File: config.mk
export PLATFORM = sky130hd
export DESIGN_NAME = uart_mmio_bridge
export DESIGN_NICKNAME = d
export VERILOG_FILES = /design/src/rtl/uart_mmio_bridge.sv
export SDC_FILE = /design/constraint.sdc
export NUM_CORES = 1
export LEC_CHECK = 0
export ABC_AREA = 1
export CAP_MARGIN = 20
export CORE_ASPECT_RATIO = 2
export CORE_MARGIN = 2
export CORE_UTILIZATION = 30
export CTS_CLUSTER_SIZE = 14
export DETAILED_ROUTE_END_ITERATION = 7
export GPL_TIMING_DRIVEN = 0
export SYNTH_ARGS = -nofsm -noshare
export SYNTH_HDL_FRONTEND = slang
export SYNTH_SLANG_ARGS = --single-unit
export TNS_END_PERCENT = 20
File: constraint.sdc
create_clock -name clock -period 4.85 [get_ports clock]
set_input_delay 0.485 -clock clock [delete_from_list [all_inputs] [get_ports clock]]
set_output_delay 0.485 -clock clock [all_outputs]
set_load 0.005 [all_outputs]
File: src/rtl/uart_mmio_bridge.sv
// uart_mmio_bridge: memory-mapped register front end for a UART Tx/Rx pair.
// Bus handshake: a request (bus_we or bus_re) is accepted only in IDLE and
// takes effect on that clock edge. The following cycle is ACK, where
// bus_ready=1 for exactly one cycle and bus_rdata carries the read value.
// Requests seen during ACK are ignored. bus_rdata is 0 whenever bus_ready=0.
// If bus_we and bus_re are both high, only the write is performed.
module uart_mmio_bridge #(
  parameter int RX_DEPTH = 4
) (
  input  logic        clock,
  input  logic        reset_n,
  input  logic [3:0]  bus_addr,
  input  logic [31:0] bus_wdata,
  input  logic        bus_we,
  input  logic        bus_re,
  output logic [31:0] bus_rdata,
  output logic        bus_ready,
  output logic        uart_send,
  output logic [7:0]  uart_data,
  output logic [1:0]  uart_parity_type,
  output logic [1:0]  uart_baud_rate,
  input  logic        uart_tx_full,
  input  logic        uart_tx_empty,
  input  logic        uart_tx_active,
  input  logic        uart_rx_done,
  input  logic [7:0]  uart_rx_data,
  input  logic [2:0]  uart_error,
  output logic        irq,
  output logic        dbg_bus_state
);

  localparam int AW = (RX_DEPTH > 1) ? $clog2(RX_DEPTH) : 1;
  localparam int CW = $clog2(RX_DEPTH + 1);
  localparam logic [CW-1:0] FULL_COUNT = CW'(RX_DEPTH);

  localparam logic [3:0] ADDR_TXDATA = 4'h0;
  localparam logic [3:0] ADDR_RXDATA = 4'h4;
  localparam logic [3:0] ADDR_STATUS = 4'h8;
  localparam logic [3:0] ADDR_CTRL   = 4'hC;

  typedef enum logic {
    S_IDLE = 1'b0,
    S_ACK  = 1'b1
  } bus_state_e;

  bus_state_e     state_q, state_d;
  logic [31:0]    rdata_q, rdata_d;
  logic           send_q, send_d;
  logic [7:0]     data_q, data_d;
  logic [5:0]     ctrl_q, ctrl_d;
  logic           txovf_q, txovf_d;
  logic           rxovf_q, rxovf_d;
  logic [2:0]     err_q, err_d;
  logic           irq_q, irq_d;
  logic           rx_done_q;
  logic           rx_armed_q;
  logic [AW-1:0]  wptr_q, wptr_d;
  logic [AW-1:0]  rptr_q, rptr_d;
  logic [CW-1:0]  count_q, count_d;
  logic [7:0]     mem_q [RX_DEPTH];

  logic           access, do_wr, do_rd;
  logic           rx_edge, q_empty, q_full, push, pop;
  logic [4:0]     clr;
  logic [31:0]    status_word;
  logic           unused_wdata;

  assign unused_wdata = ^bus_wdata[31:10];

  // Access decode, RX queue control, sticky flags and read mux.
  always_comb begin
    state_d = state_q;
    rdata_d = 32'd0;
    send_d  = 1'b0;
    data_d  = data_q;
    ctrl_d  = ctrl_q;
    wptr_d  = wptr_q;
    rptr_d  = rptr_q;
    count_d = count_q;
    clr     = 5'd0;

    access  = (state_q == S_IDLE) && (bus_we || bus_re);
    do_wr   = access && bus_we;
    do_rd   = access && !bus_we && bus_re;

    // Edge detect gated by "armed" so a level already high at reset release is ignored.
    rx_edge = uart_rx_done && !rx_done_q && rx_armed_q;
    q_empty = (count_q == '0);
    q_full  = (count_q == FULL_COUNT);
    // Both push and pop judge fullness/emptiness on the pre-update count.
    push    = rx_edge && !q_full;
    pop     = do_rd && (bus_addr == ADDR_RXDATA) && !q_empty;

    status_word = {22'd0, err_q, rxovf_q, txovf_q, q_full, !q_empty,
                   uart_tx_active, uart_tx_empty, uart_tx_full};

    unique case (state_q)
      S_IDLE: if (access) state_d = S_ACK;
      S_ACK:  state_d = S_IDLE;
      default: state_d = S_IDLE;
    endcase

    if (do_wr) begin
      unique case (bus_addr)
        ADDR_TXDATA: begin
          if (!uart_tx_full) begin
            send_d = 1'b1;
            data_d = bus_wdata[7:0];
          end
        end
        ADDR_STATUS: clr = bus_wdata[9:5];
        ADDR_CTRL:   ctrl_d = bus_wdata[5:0];
        default: ;
      endcase
    end

    if (do_rd) begin
      unique case (bus_addr)
        ADDR_RXDATA: rdata_d = q_empty ? 32'd0 : {23'd0, 1'b1, mem_q[rptr_q]};
        ADDR_STATUS: rdata_d = status_word;
        ADDR_CTRL:   rdata_d = {26'd0, ctrl_q};
        default:     rdata_d = 32'd0;
      endcase
    end

    // Clear first, then set, so a same-cycle set wins over W1C.
    txovf_d = (txovf_q & ~clr[0]) |
              (do_wr && (bus_addr == ADDR_TXDATA) && uart_tx_full);
    rxovf_d = (rxovf_q & ~clr[1]) | (rx_edge && q_full);
    err_d   = (err_q & ~clr[4:2]) | (rx_edge ? uart_error : 3'd0);

    if (push) wptr_d = wptr_q + AW'(1);
    if (pop)  rptr_d = rptr_q + AW'(1);
    if (push && !pop)      count_d = count_q + CW'(1);
    else if (pop && !push) count_d = count_q - CW'(1);

    irq_d = (ctrl_q[4] && !q_empty) ||
            (ctrl_q[5] && uart_tx_empty) ||
            (ctrl_q[4] && (rxovf_q || (err_q != 3'd0)));
  end

  // State, registers, queue pointers and stickies; all cleared asynchronously.
  always_ff @(posedge clock or negedge reset_n) begin
    if (!reset_n) begin
      state_q    <= S_IDLE;
      rdata_q    <= 32'd0;
      send_q     <= 1'b0;
      data_q     <= 8'd0;
      ctrl_q     <= 6'd0;
      txovf_q    <= 1'b0;
      rxovf_q    <= 1'b0;
      err_q      <= 3'd0;
      irq_q      <= 1'b0;
      rx_done_q  <= 1'b0;
      rx_armed_q <= 1'b0;
      wptr_q     <= '0;
      rptr_q     <= '0;
      count_q    <= '0;
    end else begin
      state_q    <= state_d;
      rdata_q    <= rdata_d;
      send_q     <= send_d;
      data_q     <= data_d;
      ctrl_q     <= ctrl_d;
      txovf_q    <= txovf_d;
      rxovf_q    <= rxovf_d;
      err_q      <= err_d;
      irq_q      <= irq_d;
      rx_done_q  <= uart_rx_done;
      rx_armed_q <= rx_armed_q | ~uart_rx_done;
      wptr_q     <= wptr_d;
      rptr_q     <= rptr_d;
      count_q    <= count_d;
    end
  end

  // RX holding storage; validity is tracked by the pointers and count alone.
  always_ff @(posedge clock) begin
    if (push) mem_q[wptr_q] <= uart_rx_data;
  end

  assign bus_ready        = (state_q == S_ACK);
  assign bus_rdata        = bus_ready ? rdata_q : 32'd0;
  assign uart_send        = send_q;
  assign uart_data        = data_q;
  assign uart_parity_type = ctrl_q[1:0];
  assign uart_baud_rate   = ctrl_q[3:2];
  assign irq              = irq_q;
  assign dbg_bus_state    = state_q;

endmodule

After elaboration in Yosys (flattened, before gate mapping)
Memory sizes are Yosys's and may differ from the RTL's.
Cells that the tools add are included.
W data, S select, Z words.
{ "totals": {"ff_bits": 63, "mem_bits_rw": 32, "input_bits": 55, "output_inout_bits": 48, "word_cells": 85, "memories": 1} }
{ "mem_list": {"columns": ["name", "depth", "word_bits", "rd", "rd_clocked_by_memory_dff", "write_ports", "line", "text"], "rows": [
  ["mem_q", 4, 8, 1, 0, 1, "60", "logic [7:0] mem_q [RX_DEPTH];"]
]} }
{ "classes": {"add_sub_neg": 4, "n_eq_ne": 4, "mux": 16, "bitwise": 13, "reduce_logical": 33} }
{ "ops": {"columns": ["cell", "count"], "rows": [
  ["$mux W32", 1],
  ["$pmux W10 S3", 1],
  ["$logic_and A1 B1 Y1", 17],
  ["$mux W10", 1],
  ["$mux W5", 2],
  ["$mux W3", 3],
  ["$mux W9", 1],
  ["$eq A4 B4 Y1 const B", 2],
  ["$logic_not A1 Y1", 6],
  ["$mux W1", 6],
  ["$not A1 Y1", 5],
  ["$add A2 B1 Y2 const B", 2],
  ["$eq A4 B3 Y1 const B", 1],
  ["$logic_not A4 Y1", 1],
  ["$logic_or A1 B1 Y1", 4],
  ["$add A3 B1 Y3 const B", 1],
  ["$and A3 B3 Y3", 1],
  ["$eq A3 B3 Y1 const B", 1],
  ["$logic_not A3 Y1", 1],
  ["$not A3 Y3", 1],
  ["$or A1 B1 Y1", 3],
  ["$or A3 B3 Y3", 1],
  ["$reduce_and A3 Y1", 1],
  ["$reduce_bool A3 Y1", 1],
  ["other kinds (5)", 6]
]} }

Longest topological paths before layout
Gate-level depths: netlist of run 1.
{ "depth": {"ltp_word": 9, "depth_mapped": 11, "ltp_nobuf": 11} }

Worst setup path after synthesis of run 1
Ideal clock, no wire load.
{ "synth_path": {"path_kind": "input to register", "startpoint": "in uart_rx_done", "endpoint": "reg count_q[2]", "setup_time_ps": 124, "arrival_ps": 1909, "required_time_ps": 4726, "path_slack_ps": 2817, "path_stages": 10, "n_path_buf": 0, "path_cell_list": "inv_1 > nor3_4 > nand2_1 > inv_1 > ha_1 > inv_1 > fa_1 > a21oi_1 > o21ai_0 > xnor2_1"} }
{ "synth_via": {"elab_chain_len": 6, "word_cells_on_any_way": 8, "classes_between": "mux: 1; reduce/logical: 7"} }
{ "synth_lines": {"columns": ["item", "line", "text"], "rows": [
  ["start, declared", "25", "input logic uart_rx_done,"],
  ["$logic_and A1 B1 Y1 (*) (2 in series)", "87", "rx_edge = uart_rx_done && !rx_done_q && rx_armed_q;"],
  ["$logic_and A1 B1 Y1 (*)", "91", "push = rx_edge && !q_full;"],
  ["via push", "63", "logic rx_edge, q_empty, q_full, push, pop;"],
  ["$logic_not A1 Y1", "135", "else if (pop && !push) count_d = count_q - CW'(1);"],
  ["$logic_and A1 B1 Y1", "135", null],
  ["$reduce_bool A2 Y1 (no line)", null, null],
  ["end signal, assigned", "173", "count_q <= count_d;"],
  ["end, declared", "59", "logic [CW-1:0] count_q, count_d;"]
]} }
The timed path passes the listed nets; every way through them passes the cells marked *.
A chain may end at the register's enable or synchronous reset.

Worst setup path in the final report of run 1
Same ends and word-level chain as after synthesis.

==> results of run 1 <==
## synth_stat cells, types with 2 or more instances
cell                       instances  share of area, %
sky130_fd_sc_hd__nor3_1            4              0.55
sky130_fd_sc_hd__o21ai_2          14               3.4
sky130_fd_sc_hd__inv_2             4              0.41
sky130_fd_sc_hd__nand2_1          96               9.9
sky130_fd_sc_hd__inv_1            76               7.9
sky130_fd_sc_hd__dfrtp_1          41                28
sky130_fd_sc_hd__xnor2_1           3              0.73
sky130_fd_sc_hd__ha_1              5               1.7
sky130_fd_sc_hd__a21oi_2           3              0.73
sky130_fd_sc_hd__a21oi_1           8               1.1
sky130_fd_sc_hd__nor3_2            2              0.55
sky130_fd_sc_hd__o21ai_0           9               1.2
sky130_fd_sc_hd__nand2_2           5              0.86
sky130_fd_sc_hd__edfxtp_1         32                27
sky130_fd_sc_hd__nor2_4            3              0.93
sky130_fd_sc_hd__buf_4            29               6.0
sky130_fd_sc_hd__nor2_1           15               1.6
sky130_fd_sc_hd__nand3_1          27               3.7
sky130_fd_sc_hd__buf_6             3              0.93
sky130_fd_sc_hd__buf_2             3              0.41
## sequential cells by signal, indices dropped and copies added, names as in the netlist
signal,count
bus_ready,1
count_q,3
ctrl_q,6
err_q,3
irq,1
mem_q,32
rdata_q,10
rptr_q,2
rx_armed_q,1
rx_done_q,1
rxovf_q,1
txovf_q,1
uart_data,8
uart_send,1
wptr_q,2
## area by class of cell
class	instances	area [um^2]
inverter	80	300
clock inverter	6	43.8
timing repair buffer	60	606
sequential	73	1990
buffer	36	270
tap	145	181
fill	1155	7010
clock buffer	10	229
multi-input combinational	224	1150
## metal layers
layer | wire length, um | GRT usage [%]
met5 | 0 | 0
met4 | 400 | 9.09
met3 | 480 | 2.72
met2 | 4550 | 25.0
met1 | 2660 | 12.1
## layout by cell type (no fill, tap or decap), types with 2 or more instances in the layout
cell type,n
sky130_fd_sc_hd__nand2_1,96
sky130_fd_sc_hd__inv_1,76
sky130_fd_sc_hd__clkdlybuf4s50_1,57
sky130_fd_sc_hd__dfrtp_1,41
sky130_fd_sc_hd__edfxtp_1,32
sky130_fd_sc_hd__buf_4,29
sky130_fd_sc_hd__nand3_1,27
sky130_fd_sc_hd__conb_1,22
sky130_fd_sc_hd__nor2_1,15
sky130_fd_sc_hd__o21ai_2,14
sky130_fd_sc_hd__o21ai_0,9
sky130_fd_sc_hd__clkbuf_16,9
sky130_fd_sc_hd__a21oi_1,8
sky130_fd_sc_hd__nand2_2,5
sky130_fd_sc_hd__ha_1,5
sky130_fd_sc_hd__nor3_1,4
sky130_fd_sc_hd__inv_2,4
sky130_fd_sc_hd__buf_2,4
sky130_fd_sc_hd__clkinvlp_4,4
sky130_fd_sc_hd__nor2_4,3
sky130_fd_sc_hd__buf_6,3
sky130_fd_sc_hd__a21oi_2,3
sky130_fd_sc_hd__xnor2_1,3
sky130_fd_sc_hd__nor3_2,2
sky130_fd_sc_hd__clkbuf_1,2
## path summary, 6_finish.rpt
check | slack (ns) | end | cells past startpoint
setup / recovery | 2.43 | count_q[2] | 11
setup reg to reg | 2.69 | count_q[1] | 6
hold / removal | 0.48 | rx_armed_q | 2
max in group asynchronous | 3.89 | rx_armed_q | 3
hold reg to reg | 0.48 | rx_armed_q | 2
min in group asynchronous | 0.52 | ctrl_q[0] | 2
## metrics by stage
step	area, um^2	cells
after floorplan	3700	413
after global placement	4470	616
after detailed placement	4480	617
after CTS	4760	634
after global routing	4760	634
final	4760	634
## report_power, final
part	internal (mW)	switching [mW]
sequential	0.739	0.0592
clock	0.346	0.250
combinational	0.200	0.229
## cells by family after synthesis
kind of cell / after synthesis
AOI/OAI and AO/OA: 35
and+or+nand+nor: 156
buffers and inverters: 116
adders and majority gates: 6
other: 1
xor gates and xnor gates: 4
DFF: 73
muxes: 1
## critical path: cells and delay by family
kind,cells,cell delay (ns)
xor+xnor,1,0.13
compound gates,2,0.25
fa+ha+maj,2,0.54
simple gates,2,0.43
buf+inv,4,0.80
==> impl_metrics.prom, run 1 <==
# TYPE chip_impl_metric gauge
chip_impl_metric{name="placement.io_buffers",unit=""} 58
chip_impl_metric{name="finalHoldViolations",unit=""} 0
chip_impl_metric{name="setup_violations",unit=""} 0
chip_impl_info{name="timing.critical_path.cells",value="clkdlybuf4s50_1 > inv_1 > nor3_4 > nand2_1 > inv_1 > ha_1 > inv_1 > fa_1 > a21oi_1 > o21ai_0 > xnor2_1"} 1
chip_impl_metric{name="synth-compound-area-share",unit="%"} 6.59
chip_impl_metric{name="drt-total-wl",unit="mm"} 8.08
chip_impl_metric{name="start_util",unit="%"} 30.8
chip_impl_metric{name="worstSkewPairLatency",unit="ns"} 0.33
chip_impl_metric{name="fin_hold_ws",unit="ns"} 0.479
chip_impl_metric{name="nets",unit=""} 545
chip_impl_metric{name="detailedPlace.worstSlack",unit="ns"} 2.07
chip_impl_info{name="worstHoldStart",value="rx_armed_q"} 1
chip_impl_metric{name="diodes",unit=""} 0
chip_impl_metric{name="grt_pass1_wl",unit="mm"} 13.1
chip_impl_metric{name="number_of_cell_rows",unit=""} 56
chip_impl_metric{name="critical_path_required",unit="ns"} 5.07
chip_impl_metric{name="max_freq",unit="MHz"} 414
chip_impl_metric{name="min_period",unit="ns"} 2.42
chip_impl_info{name="critPathMostFrequentCell",value="sky130_fd_sc_hd__inv_1"} 1
chip_impl_metric{name="htree_num_levels",unit=""} 3
chip_impl_metric{name="dpl.hpwl",unit="mm"} 6.49
chip_impl_metric{name="finalWorstSetupSlack",unit="ns"} 2.43
chip_impl_metric{name="detailedRoute.firstIterationViolations",unit=""} 69
chip_impl_metric{name="power-per-cell-area",unit="nW/um^2"} 383
chip_impl_metric{name="synth_simple_gate_area_share",unit="%"} 19.2
chip_impl_metric{name="utilization",unit="%"} 40.5
chip_impl_metric{name="proportion_of_layout_cells_with_a_drive_suffix_above_1",unit="%"} 17.8
chip_impl_metric{name="place_congestion",unit=""} 0.771
chip_impl_metric{name="synth_adder_area_share",unit="%"} 2.28
chip_impl_metric{name="worst_setup_hold_path_clk_slew",unit="ns"} 0.06
chip_impl_info{name="clockRootBuffer",value="sky130_fd_sc_hd__clkbuf_16"} 1
chip_impl_info{name="grt_setup_unrepaired",value="false"} 1
chip_impl_info{name="run_status",value="finished, final reports clean"} 1
chip_impl_metric{name="timing.final.crit_share",unit="%"} 49.8
chip_impl_info{name="crit_path_top_delay_cell",value="sky130_fd_sc_hd__clkdlybuf4s50_1"} 1
chip_impl_info{name="timing.critical_path.to_type",value="flop"} 1
chip_impl_metric{name="wl_per_cell",unit="um"} 12.8
chip_impl_metric{name="irDropWorstVdd",unit="mV"} 0.199
chip_impl_metric{name="grt_start_max_net_pins",unit=""} 37
chip_impl_info{name="worstHoldPathType",value="flop to flop"} 1
chip_impl_info{name="synth_top_family_by_area",value="simple AND/OR/NAND/NOR gates"} 1
chip_impl_metric{name="dr_total_vias",unit=""} 2610
chip_impl_metric{name="cp_data_arrival_time",unit="ns"} 2.63
chip_impl_metric{name="ctsResizeCount",unit=""} 0
chip_impl_metric{name="netlist_instances",unit=""} 392
chip_impl_metric{name="synth_seq_area_share",unit="%"} 54.8
chip_impl_info{name="regToRegStartpoint",value="bus_ready"} 1
chip_impl_metric{name="drv_slew",unit=""} 0
chip_impl_metric{name="power",unit="mW"} 1.82
chip_impl_metric{name="first_pass_detailed_route_iteration_total",unit=""} 4
chip_impl_info{name="dominantRegCellSynth",value="sky130_fd_sc_hd__dfrtp_1"} 1
chip_impl_metric{name="max_stage_delay_on_crit_path",unit="ns"} 0.50
chip_impl_metric{name="avgSynthCellArea",unit="um^2"} 9.25
chip_impl_metric{name="yosys-mux-area-fraction",unit="%"} 0.311
chip_impl_metric{name="cp_max_fo",unit=""} 6
chip_impl_metric{name="cts_hold_buf",unit=""} 1
chip_impl_metric{name="core_area",unit="um^2"} 11800
chip_impl_metric{name="grtUsageTotal",unit="%"} 13.4
chip_impl_metric{name="antenna_violating_nets_post_route",unit=""} 0
chip_impl_info{name="critical_path.startpoint",value="uart_rx_done"} 1
chip_impl_info{name="worstSetupStartpointType",value="primary input"} 1
chip_impl_metric{name="number_of_global_route_vias_before_repair",unit=""} 2766
chip_impl_metric{name="die_h",unit="um"} 159
chip_impl_metric{name="die_width",unit="um"} 81.7
chip_impl_metric{name="synth.cell_area",unit="um^2"} 3620
chip_impl_metric{name="ioPinCount",unit=""} 103
chip_impl_metric{name="worst_slew_margin_rel",unit="%"} 46.1
chip_impl_metric{name="remaining_drc_errors",unit=""} 0
chip_impl_metric{name="cellLeakagePower",unit="nW"} 2.27
chip_impl_metric{name="cap_violations",unit=""} 0
chip_impl_metric{name="synthDistinctLibCells",unit=""} 30
chip_impl_metric{name="clock_buffers_created_by_tritoncts",unit=""} 9
chip_impl_metric{name="total_congestion_overflow",unit=""} 0
chip_impl_metric{name="setup_tns",unit="ns"} 0
chip_impl_metric{name="clk_path_buf_depth",unit=""} 2
chip_impl_info{name="worst-setup-path-type",value="primary input to flop"} 1
chip_impl_metric{name="tritoncts_num_sinks",unit=""} 73
chip_impl_metric{name="antenna_found_initial",unit=""} 0
chip_impl_metric{name="cts_setup_buffers",unit=""} 0
chip_impl_metric{name="async_flop_share",unit="%"} 56.2
chip_impl_metric{name="synth_edf_count",unit=""} 32
chip_impl_metric{name="finalClockSkew",unit="ns"} 0.00630
chip_impl_metric{name="avgViaCountPerCell",unit=""} 4.12
chip_impl_metric{name="worst_slew_pin_slew",unit="ns"} 0.806
chip_impl_info{name="tritoncts",value="done"} 1
chip_impl_metric{name="synth_xor_xnor_area_share",unit="%"} 0.967
chip_impl_metric{name="ys.warnings.count",unit=""} 0
chip_impl_metric{name="fp.dieArea",unit="um^2"} 13000
chip_impl_metric{name="area.growth.synth_to_final",unit="%"} 31.4
chip_impl_metric{name="synth-seq-cells",unit=""} 73
No activity file was read; power rests on OpenSTA's default activity.
==> run 2: changes to the inputs <==
==> constraint.sdc (replaced) <==
create_clock -name clock -period 2 [get_ports clock]
set_input_delay 0.2 -clock clock [delete_from_list [all_inputs] [get_ports clock]]
set_output_delay 0.2 -clock clock [all_outputs]
set_load 0.005 [all_outputs]
==> impl_metrics.prom, run 2 (same netlist as run 1, synthesis figures left out) <==
# TYPE chip_impl_metric gauge
chip_impl_metric{name="number_of_global_route_vias_before_repair",unit=""} 2795
chip_impl_metric{name="dp_cells",unit=""} 617
chip_impl_info{name="largest-register",value="mem_q"} 1
chip_impl_metric{name="cp_max_fo",unit=""} 4
chip_impl_info{name="worstHoldPathType",value="primary input to flop"} 1
chip_impl_metric{name="power-per-cell-area",unit="nW/um^2"} 939
chip_impl_metric{name="grtUsageTotal",unit="%"} 13.5
chip_impl_metric{name="diodes",unit=""} 0
chip_impl_metric{name="clock_buffers_created_by_tritoncts",unit=""} 9
chip_impl_metric{name="total_congestion_overflow",unit=""} 0
chip_impl_metric{name="max_stage_delay_on_crit_path",unit="ns"} 0.45
chip_impl_metric{name="placement.io_buffers",unit=""} 58
chip_impl_metric{name="tritoncts_num_sinks",unit=""} 73
chip_impl_metric{name="ioPinCount",unit=""} 103
chip_impl_metric{name="die_h",unit="um"} 159
chip_impl_metric{name="wl_per_cell",unit="um"} 12.8
chip_impl_metric{name="largest_register_ff_count",unit=""} 32
chip_impl_metric{name="power",unit="mW"} 4.57
chip_impl_metric{name="met3_wirelength",unit="um"} 448
chip_impl_metric{name="first_pass_detailed_route_iteration_total",unit=""} 4
chip_impl_info{name="mostFrequentLayoutCell",value="sky130_fd_sc_hd__nand2_1"} 1
chip_impl_metric{name="m1WireLength",unit="mm"} 2.68
chip_impl_metric{name="proportion_of_layout_cells_with_a_drive_suffix_above_1",unit="%"} 21.6
chip_impl_info{name="timing.critical_path.to_type",value="flop"} 1
chip_impl_metric{name="start_util",unit="%"} 30.8
chip_impl_info{name="run_status",value="finished, final reports clean"} 1
chip_impl_metric{name="dpl.hpwl",unit="mm"} 6.49
chip_impl_metric{name="min_period",unit="ns"} 1.90
chip_impl_info{name="worst-setup-path-type",value="flop to flop"} 1
chip_impl_metric{name="htree_num_levels",unit=""} 3
chip_impl_info{name="crit_path_top_delay_cell",value="sky130_fd_sc_hd__dfrtp_2"} 1
chip_impl_metric{name="cp_data_arrival_time",unit="ns"} 2.12
chip_impl_metric{name="grt_pass1_wl",unit="mm"} 13.2
chip_impl_metric{name="worstSkewPairLatency",unit="ns"} 0.33
chip_impl_metric{name="worst_slew_pin_slew",unit="ns"} 0.802
chip_impl_metric{name="fp.dieArea",unit="um^2"} 13000
chip_impl_info{name="maxUsedRoutingLayer",value="met4"} 1
chip_impl_metric{name="dr_total_vias",unit=""} 2656
chip_impl_metric{name="cellLeakagePower",unit="nW"} 2.32
chip_impl_metric{name="detailedRoute.firstIterationViolations",unit=""} 88
chip_impl_metric{name="nets",unit=""} 551
chip_impl_metric{name="drt-total-wl",unit="mm"} 8.20
chip_impl_metric{name="clk_path_buf_depth",unit=""} 2
chip_impl_metric{name="cap_violations",unit=""} 0
chip_impl_metric{name="place_congestion",unit=""} 0.771
chip_impl_metric{name="setup_tns",unit="ns"} 0
chip_impl_metric{name="max_freq",unit="MHz"} 527
chip_impl_metric{name="avgViaCountPerCell",unit=""} 4.15
chip_impl_metric{name="critical_path_required",unit="ns"} 2.22
chip_impl_metric{name="number_of_cell_rows",unit=""} 56
chip_impl_info{name="layout_common_cells",value="sky130_fd_sc_hd__nand2_1 (93), sky130_fd_sc_hd__inv_1 (74), sky130_fd_sc_hd__clkdlybuf4s50_1 (55), sky130_fd_sc_hd__dfrtp_1 (38), sky130_fd_sc_hd__buf_4 (35)"} 1
chip_impl_info{name="timing.critical_path.cells",value="nor3_4 > nor2_4 > nand2_2 > ha_2 > inv_2 > fa_2 > a21oi_2 > o21ai_1 > xnor2_1"} 1
chip_impl_metric{name="core_area",unit="um^2"} 11800
chip_impl_metric{name="finalClockSkew",unit="ns"} 0.00665
chip_impl_metric{name="finalHoldViolations",unit=""} 0
chip_impl_info{name="worstSetupStartpointType",value="flop"} 1
chip_impl_info{name="cp_top_family",value="adder cells"} 1
chip_impl_metric{name="remaining_drc_errors",unit=""} 0
chip_impl_metric{name="detailedPlace.worstSlack",unit="ns"} -0.490
chip_impl_info{name="tritoncts",value="done"} 1
chip_impl_metric{name="layoutNonFillerInstCount",unit=""} 640
chip_impl_metric{name="irDropWorstVdd",unit="mV"} 0.480
chip_impl_metric{name="area.growth.synth_to_final",unit="%"} 34.3
chip_impl_metric{name="worst_slew_margin_rel",unit="%"} 46.3
chip_impl_metric{name="antenna_found_initial",unit=""} 0
chip_impl_metric{name="die_width",unit="um"} 81.7
chip_impl_metric{name="setup_violations",unit=""} 0
chip_impl_metric{name="timing.final.crit_share",unit="%"} 94.9
chip_impl_metric{name="antenna_violating_nets_post_route",unit=""} 0
chip_impl_metric{name="finalWorstSetupSlack",unit="ns"} 0.102
chip_impl_info{name="clockRootBuffer",value="sky130_fd_sc_hd__clkbuf_16"} 1
chip_impl_metric{name="cp_num_buf_inv",unit=""} 1
chip_impl_metric{name="worst_setup_hold_path_clk_slew",unit="ns"} 0.06
chip_impl_metric{name="drv_slew",unit=""} 0
chip_impl_metric{name="dr_wl_met2",unit="mm"} 4.68
chip_impl_metric{name="grt_start_max_net_pins",unit=""} 37
-- run 2: cell count changes in the layout (fill, tap and decap cells not counted), moves of 2 or more --
cell | previous run | this run
sky130_fd_sc_hd__clkdlybuf4s50_1 | 57 | 55
sky130_fd_sc_hd__dfrtp_1 | 41 | 38
sky130_fd_sc_hd__inv_2 | 4 | 6
sky130_fd_sc_hd__nor3_4 | 1 | 3
sky130_fd_sc_hd__nand2_1 | 96 | 93
sky130_fd_sc_hd__buf_4 | 29 | 35
sky130_fd_sc_hd__nand2_2 | 5 | 7
sky130_fd_sc_hd__inv_1 | 76 | 74
sky130_fd_sc_hd__dlymetal6s2s_1 | 0 | 2
sky130_fd_sc_hd__dfrtp_2 | 0 | 3
-- run 2: final cells by class --
type	count	area, um^2
Buffer	36	274
Clock buffer	10	229
Inverter	80	300
Timing Repair Buffer	66	656
Clock inverter	6	43.8
Multi-Input combinational cell	224	1190
Fill cell	1149	6900
Tap cell	145	181
Sequential cell	73	1990
-- run 2: timing repair --
item                                    4_1_cts  5_1_grt
resized for setup                             9       14
endpoints found under the setup margin       12        3
hold endpoints to repair                     41        0
hold buffers                                  1        0
setup buffers                                 2        4
pin swaps                                     3        4
-- run 2: layer usage --
metal / vias to the layer above / track usage (%)
met1: 1191 / 12.0
met3: 22 / 2.72
met4: 0 / 9.09
met5: - / 0
met2: 90 / 25.3
li1: 1353 / -
-- run 2: power by group --
part           switching [mW]  total (mW)  internal, mW
sequential              0.162        1.96          1.80
clock                   0.610        1.45         0.840
combinational           0.601        1.16         0.560
total                    1.37        4.57          3.20
-- run 2: stage by stage --
step | area [um^2] | hold WS, ns | utilization (%)
after CTS | 4800 | 0.226 | 40.8
after global routing | 4870 | 0.0519 | 41.3
after global placement | 4470 | 0.453 | 37.9
after detailed placement | 4480 | 0.0429 | 38.1
after floorplan | 3700 | -0.0956 | -
final | 4870 | 0.0382 | 41.3
-- run 2: final timing paths --
check                        startpoint           end  slack (ns)  cells after the start
hold reg to reg            uart_data[2]  uart_data[2]        0.48                      2
hold / removal             uart_rx_done     rx_done_q        0.04                      1
max in group asynchronous       reset_n    count_q[1]        1.32                      3
setup / recovery             count_q[2]    count_q[2]        0.10                      9
min in group asynchronous       reset_n     ctrl_q[0]        0.23                      2
setup reg to reg             count_q[2]    count_q[2]        0.10                      9
==> patch 1 (config.mk and constraints of run 2) <==
The parameter `RX_DEPTH` goes from 4 to 8.
--- a/src/rtl/uart_mmio_bridge.sv
+++ b/src/rtl/uart_mmio_bridge.sv
@@ -5,7 +5,7 @@
 // Requests seen during ACK are ignored. bus_rdata is 0 whenever bus_ready=0.
 // If bus_we and bus_re are both high, only the write is performed.
 module uart_mmio_bridge #(
-  parameter int RX_DEPTH = 4
+  parameter int RX_DEPTH = 8
 ) (
   input  logic        clock,
   input  logic        reset_n,
Check against the original RTL: not equivalent (Yosys sat finds a counterexample within 10 cycles, from zero or initial values and one cycle with reset_n low).
==> patch 1 against run 2 <==
Total power increased by 42%; sequential cell count grew 35; utilization is 2.8 points lower; cell area grew 32%; the flow now finishes with violations (setup timing); area after synthesis rose by 40%; global-route usage is 1.6 points higher; sequential share of layout area grew 6.1 points; hold slack better by 220 ps; wire length grew 56%; setup slack worse by 110 ps; largest power group unchanged; synthesized cell count is 35% higher; count of clock-buffer cells in the layout rose by 1; critical path type unchanged.
==> patch 1: results (changes against run 2) <==
Worst setup path
The slowest stage of the critical path is the sky130_fd_sc_hd__dfrtp_1 cell. The startpoint of the most critical register-to-register path is count_q[1]. The highest net fanout along the worst path is 3 (-1).

The endpoint arrival time on the critical path is 2230 ps (+110 ps). The number of cells on the worst reg-to-reg path is 16 (+7).

Run status
The final reports fail on setup timing. The flow ran to the end, but the final reports show violations.

Hold path
The path class of the tightest hold or removal check is in2async.

Synthesis
The sequential-to-total area share from yosys stat is 0.5971 (+0.04898). The number of instances in the synthesized netlist came to 529 (+35%). The distinct cell type count of the synthesized netlist is 33 (+10%). The number of flops mapped to enable cells by yosys is 64 (+100%).

Final layout
The fraction of final layout cells sized beyond drive strength 1 is 0.1690 (-0.04713). The flip-flop count of the largest register, all copies and words added is 64 (+100%).

Timing
The worst-case setup margin in the final layout is -5.911 ps (-107.5 ps). The setup clock skew after layout is 7.232 ps (+0.5811 ps). The final setup violation count came to 1 (+1). The transition time of the tightest slew-check pin is 666.0 ps (-136.2 ps).

Placed design
The global placement routability congestion is 0.8838 (+15%). The number of cells in the design after placement is 816 (+32%).

GRT
The via count of the first global-routing pass came to 3895 (+39%). The wire length of the first global-routing pass is 20180 µm (+53%). The maximum number of pins on one net before global-route repair came to 38 (+2.7%).

Drt
The total wire length after detailed routing came to 12770 µm (+56%). The violation count after the first detailed-routing iteration is 344 (+290%).

Power and ir drop
The worst IR drop on VDD is 0.5298 mV (+10%). The reported leakage power came to 2.938 nW (+27%).
patch 1: changes by cell type in the layout (fill, tap and decap cells not counted), sizes merged, moves of 4 or more:
cell | before | now
clkinv | 1 | 6
edfxtp | 32 | 64
nand2 | 101 | 145
inv | 81 | 97
nand3 | 28 | 58
buf | 43 | 51
nor2 | 19 | 15
patch 1: timing repair:
item / 4_1_cts / 5_1_grt
setup endpoints to repair: 77 / 37
hold buffers: 1 / 0
pin swaps: 5 / 10
hold endpoints to repair: 44 / 0
gates cloned: 0 / 0
setup buffers: 4 / 4
resized for setup: 15 / 19
patch 1: through the flow:
step | TNS, ps | util | total power [W]
2_1_floorplan | 0 | - | 0.004070
3_3_place_gp | -58490 | 0.3588 | 0.004731
3_5_place_dp | -41540 | 0.3597 | 0.004815
4_1_cts | -202.7 | 0.3796 | 0.006466
5_1_grt | -84.57 | 0.3858 | 0.006886
6_report | -5.911 | 0.3858 | 0.006507
patch 1: power by group through the flow:
stage          Combinational (W)  Sequential (W)  Clock [W]
2_1_floorplan            0.00125         0.00282          0
3_5_place_dp             0.00195         0.00287          0
5_1_grt                  0.00237         0.00284    0.00168
6_report                 0.00214         0.00281    0.00155
3_3_place_gp             0.00188         0.00285          0
4_1_cts                  0.00206         0.00281    0.00160
patch 1: logic make-up (layout without fill, tap and decap cells):
logic type               count (synthesis)  after routing  share of synthesized area
AO/OA/AOI/OAI                           40             40                    0.04770
XOR/XNOR                                 6              6                    0.01038
adder cells (fa/ha/maj)                  6              6                    0.01631
buffers and inverters                  142            225                     0.1330
flip-flops                             108            108                     0.5971
other                                    1             22                  0.0007408
AND/OR/NAND/NOR                        226            226                     0.1948
patch 1: cell type report:
| cell class | count | area, µm² |
|---|---|---|
| inverters | 100 | 379.1 |
| flip-flops and latches | 108 | 3024 |
| multi-input cells | 300 | 1558 |
| plain buffers | 42 | 300.3 |
| fillers | 1622 | 10250 |
| clock inverters | 4 | 17.52 |
| well taps | 207 | 259.0 |
| repair buffers | 68 | 665.6 |
| clock buffers | 11 | 232.7 |
patch 1: worst max path at each step:
stage / endpoint / slack [ps]
2_1_floorplan: count_q[3] / 20
3_5_place_dp: count_q[3] / -730
4_1_cts: count_q[3] / -170
3_3_place_gp: mem_q[3][7] / -640
5_1_grt: count_q[3] / -80
6_report: count_q[3] / -6
patch 1: per-layer routing:
metal | track usage | vias to the layer above | part of all wire
li1 | - | 1817 | -
met1 | 0.1447 | 1756 | 0.32
met2 | 0.2856 | 146 | 0.59
met3 | 0.02491 | 24 | 0.052
met4 | 0.08791 | 0 | 0.040
met5 | 0 | - | 0
==> patch 2 (config.mk and constraints of run 2) <==
Made on the original files. The output `irq` loses its register stage (`irq_q` becomes a continuous assignment).
--- a/src/rtl/uart_mmio_bridge.sv
+++ b/src/rtl/uart_mmio_bridge.sv
@@ -150,7 +150,6 @@
       txovf_q    <= 1'b0;
       rxovf_q    <= 1'b0;
       err_q      <= 3'd0;
-      irq_q      <= 1'b0;
       rx_done_q  <= 1'b0;
       rx_armed_q <= 1'b0;
       wptr_q     <= '0;
@@ -165,7 +164,6 @@
       txovf_q    <= txovf_d;
       rxovf_q    <= rxovf_d;
       err_q      <= err_d;
-      irq_q      <= irq_d;
       rx_done_q  <= uart_rx_done;
       rx_armed_q <= rx_armed_q | ~uart_rx_done;
       wptr_q     <= wptr_d;
@@ -173,6 +171,8 @@
       count_q    <= count_d;
     end
   end
+
+  assign irq_q = irq_d;
 
   // RX holding storage; validity is tracked by the pointers and count alone.
   always_ff @(posedge clock) begin
Function: changed (a bounded check fails within 4 cycles, from zero or initial values and one cycle with reset_n low).
==> patch 2 against run 2 <==
Sequential cell count decreased by 1; total power increased by 2.7%; count of clock-buffer cells in the layout decreased by 1; area after synthesis decreased by 0.69%; wire length decreased by 2.9%; fmax decreased by 2.4%; die area decreased by 0.67%; cell area increased by 0.10%; sequential share of layout area decreased by 0.56 points; first-iteration DRC count increased by 2.3%; setup slack got worse by 46 ps; via count decreased by 0.49%; critical path type unchanged; largest cell class unchanged.
==> patch 2: results (changes against run 2) <==
Run status
The flow ran to the end, and the final reports show no timing, DRC or antenna violations.

Synthesis
The yosys synthesis warning count was 0 (unchanged). After synthesis, the most frequently instantiated cells are 96 x sky130_fd_sc_hd__nand2_1, 76 x sky130_fd_sc_hd__inv_1, 40 x sky130_fd_sc_hd__dfrtp_1, 32 x sky130_fd_sc_hd__edfxtp_1, 29 x sky130_fd_sc_hd__buf_4. By area the synthesized netlist is led by sky130_fd_sc_hd__dfrtp_1 28%, sky130_fd_sc_hd__edfxtp_1 27%, sky130_fd_sc_hd__nand2_1 10%.

The post-synthesis average cell area is 9.206 µm² (-0.44%). In the post-synthesis netlist, the cell with the most instances is sky130_fd_sc_hd__nand2_1. The proportion of synthesized flip-flops having asynchronous set or reset is 0.5556 (-0.006088). The prevailing post-synth register cell is sky130_fd_sc_hd__dfrtp_1. The sequential-to-total area share from yosys stat came to 0.5450 (-0.003141).

Final layout
The flip-flop count of the largest register, all copies and words added is 32 (unchanged). The antenna diode count is 0 (unchanged). The fraction of final layout cells sized beyond drive strength 1 is 0.2182 (+0.002020). The number of filler cells placed in the layout was 1131 (-1.6%). The final cell count without fillers came to 640 (unchanged).

Hold path
The type of the worst min-delay path is in2async.

GRT
The maximum number of pins on one net before global-route repair is 38 (+2.7%). The via count of the first global-routing pass is 2602 (-6.9%). The wire length of the first global-routing pass is 12570 µm (-4.5%). The overall track demand over capacity in global routing is 0.1301 (-0.004518).

CTS
The later-pin clock latency in the skew report is 340 ps. The clock transition at the register clock pins on the worst setup and hold paths after CTS is 60 ps (about the same). The clock buffer count from CTS is 9 (unchanged). The maximum level of the CTS H-tree was 3 (unchanged). The buffer depth of the longest clock path is 2 (unchanged).

Placed design
The global placement routability congestion was 0.8185 (+6.1%). The number of cells in the design after placement is 616 (-0.16%). The total of buffers placed on input and output ports is 58 (unchanged).

The detailed-placement wirelength estimate is 6274 µm (-3.3%).

Drt
The violation count after the first detailed-routing iteration is 90 (+2.3%). The count of TritonRoute iterations in the first routing pass came to 4 (unchanged). The average vias per placed instance is 4.130 (-0.49%). The total wire length after detailed routing is 7962 µm (-2.9%).

Timing
The transition time of the tightest slew-check pin is 767.6 ps (-34.66 ps). The setup clock skew after layout is 7.313 ps (+0.6618 ps).

Worst setup path
In this run the critical register-to-register path is launched from count_q[1]. The library cell contributing the largest single delay on the critical path is sky130_fd_sc_hd__dfrtp_2. The number of cells on the worst reg-to-reg path was 9 (unchanged). The worst reg-to-reg setup slack is 60 ps (-50 ps).

Power and ir drop
The reported leakage power is 2.343 nW (+0.95%). The worst IR drop on VDD was 0.5246 mV (+9.4%).
-- patch 2: cell types whose count changed after synthesis, sizes merged --
| cell | delta |
|---|---|
| dfrtp | -1 |
-- patch 2: per-layer routing --
| metal | wire, µm | vias up | share of wire | GRT usage |
|---|---|---|---|---|
| met5 | 0 | - | 0 | 0 |
| met4 | 241 | 0 | 0.030 | 0.07319 |
| met3 | 479 | 14 | 0.060 | 0.02784 |
| met2 | 4650 | 71 | 0.58 | 0.2493 |
| met1 | 2590 | 1208 | 0.33 | 0.1174 |
| li1 | - | 1350 | - | - |
-- patch 2: repair_timing --
action | 4_1_cts | 5_1_grt
hold buffers | 1 | 0
resized for setup | 11 | 9
buffers inserted | 4 | 3
pin swaps | 2 | 3
setup endpoints to repair | 18 | 7
endpoints found under the hold margin | 40 | 0
-- patch 2: cell families after synthesis --
group	after synthesis	share of synthesized area
adder cells (fa/ha/maj)	6	0.02294
other	1	0.001042
multiplexers	1	0.003128
AND/OR/NAND/NOR	156	0.1933
XOR/XNOR	4	0.009734
buffers and inverters	116	0.1585
flip-flops	72	0.5450
AO/OA/AOI/OAI	35	0.06639
-- patch 2: area by class of cell --
class | instances | area, µm² | area share
buffer | 36 | 271.5 | 0.05573
timing repair buffer | 67 | 659.4 | 0.1353
inverter | 80 | 300.3 | 0.06163
sequential | 72 | 1966 | 0.4034
clock buffer | 9 | 225.2 | 0.04622
multi-input combinational | 224 | 1185 | 0.2432
tap | 145 | 181.4 | 0.03724
clock inverter | 7 | 83.83 | 0.01721
-- patch 2: through the flow --
step	area (µm²)	setup slack, ps	hold slack [ps]
detailed placement	4456	-505.3	28.96
floorplan	3679	72.30	-95.59
finish	4872	55.90	213.9
CTS	4831	14.16	207.3
global placement	4441	-438.5	453.3
global route	4872	-24.74	211.5
-- patch 2: how the worst max path moves through the flow --
stage,from,slack [ps],end
6_report,count_q[1],60,count_q[2]
5_1_grt,count_q[1],-20,count_q[2]
4_1_cts,count_q[1],10,count_q[1]
3_5_place_dp,uart_rx_done,-510,count_q[2]
3_3_place_gp,uart_rx_done,-440,count_q[2]
2_1_floorplan,bus_ready,70,count_q[1]
-- patch 2: power breakdown --
| part | internal, W | switching, W | total (W) |
|---|---|---|---|
| combinational | 0.000545 | 0.000604 | 0.00115 |
| clock | 0.000988 | 0.000646 | 0.00163 |
| sequential | 0.00177 | 0.000141 | 0.00191 |
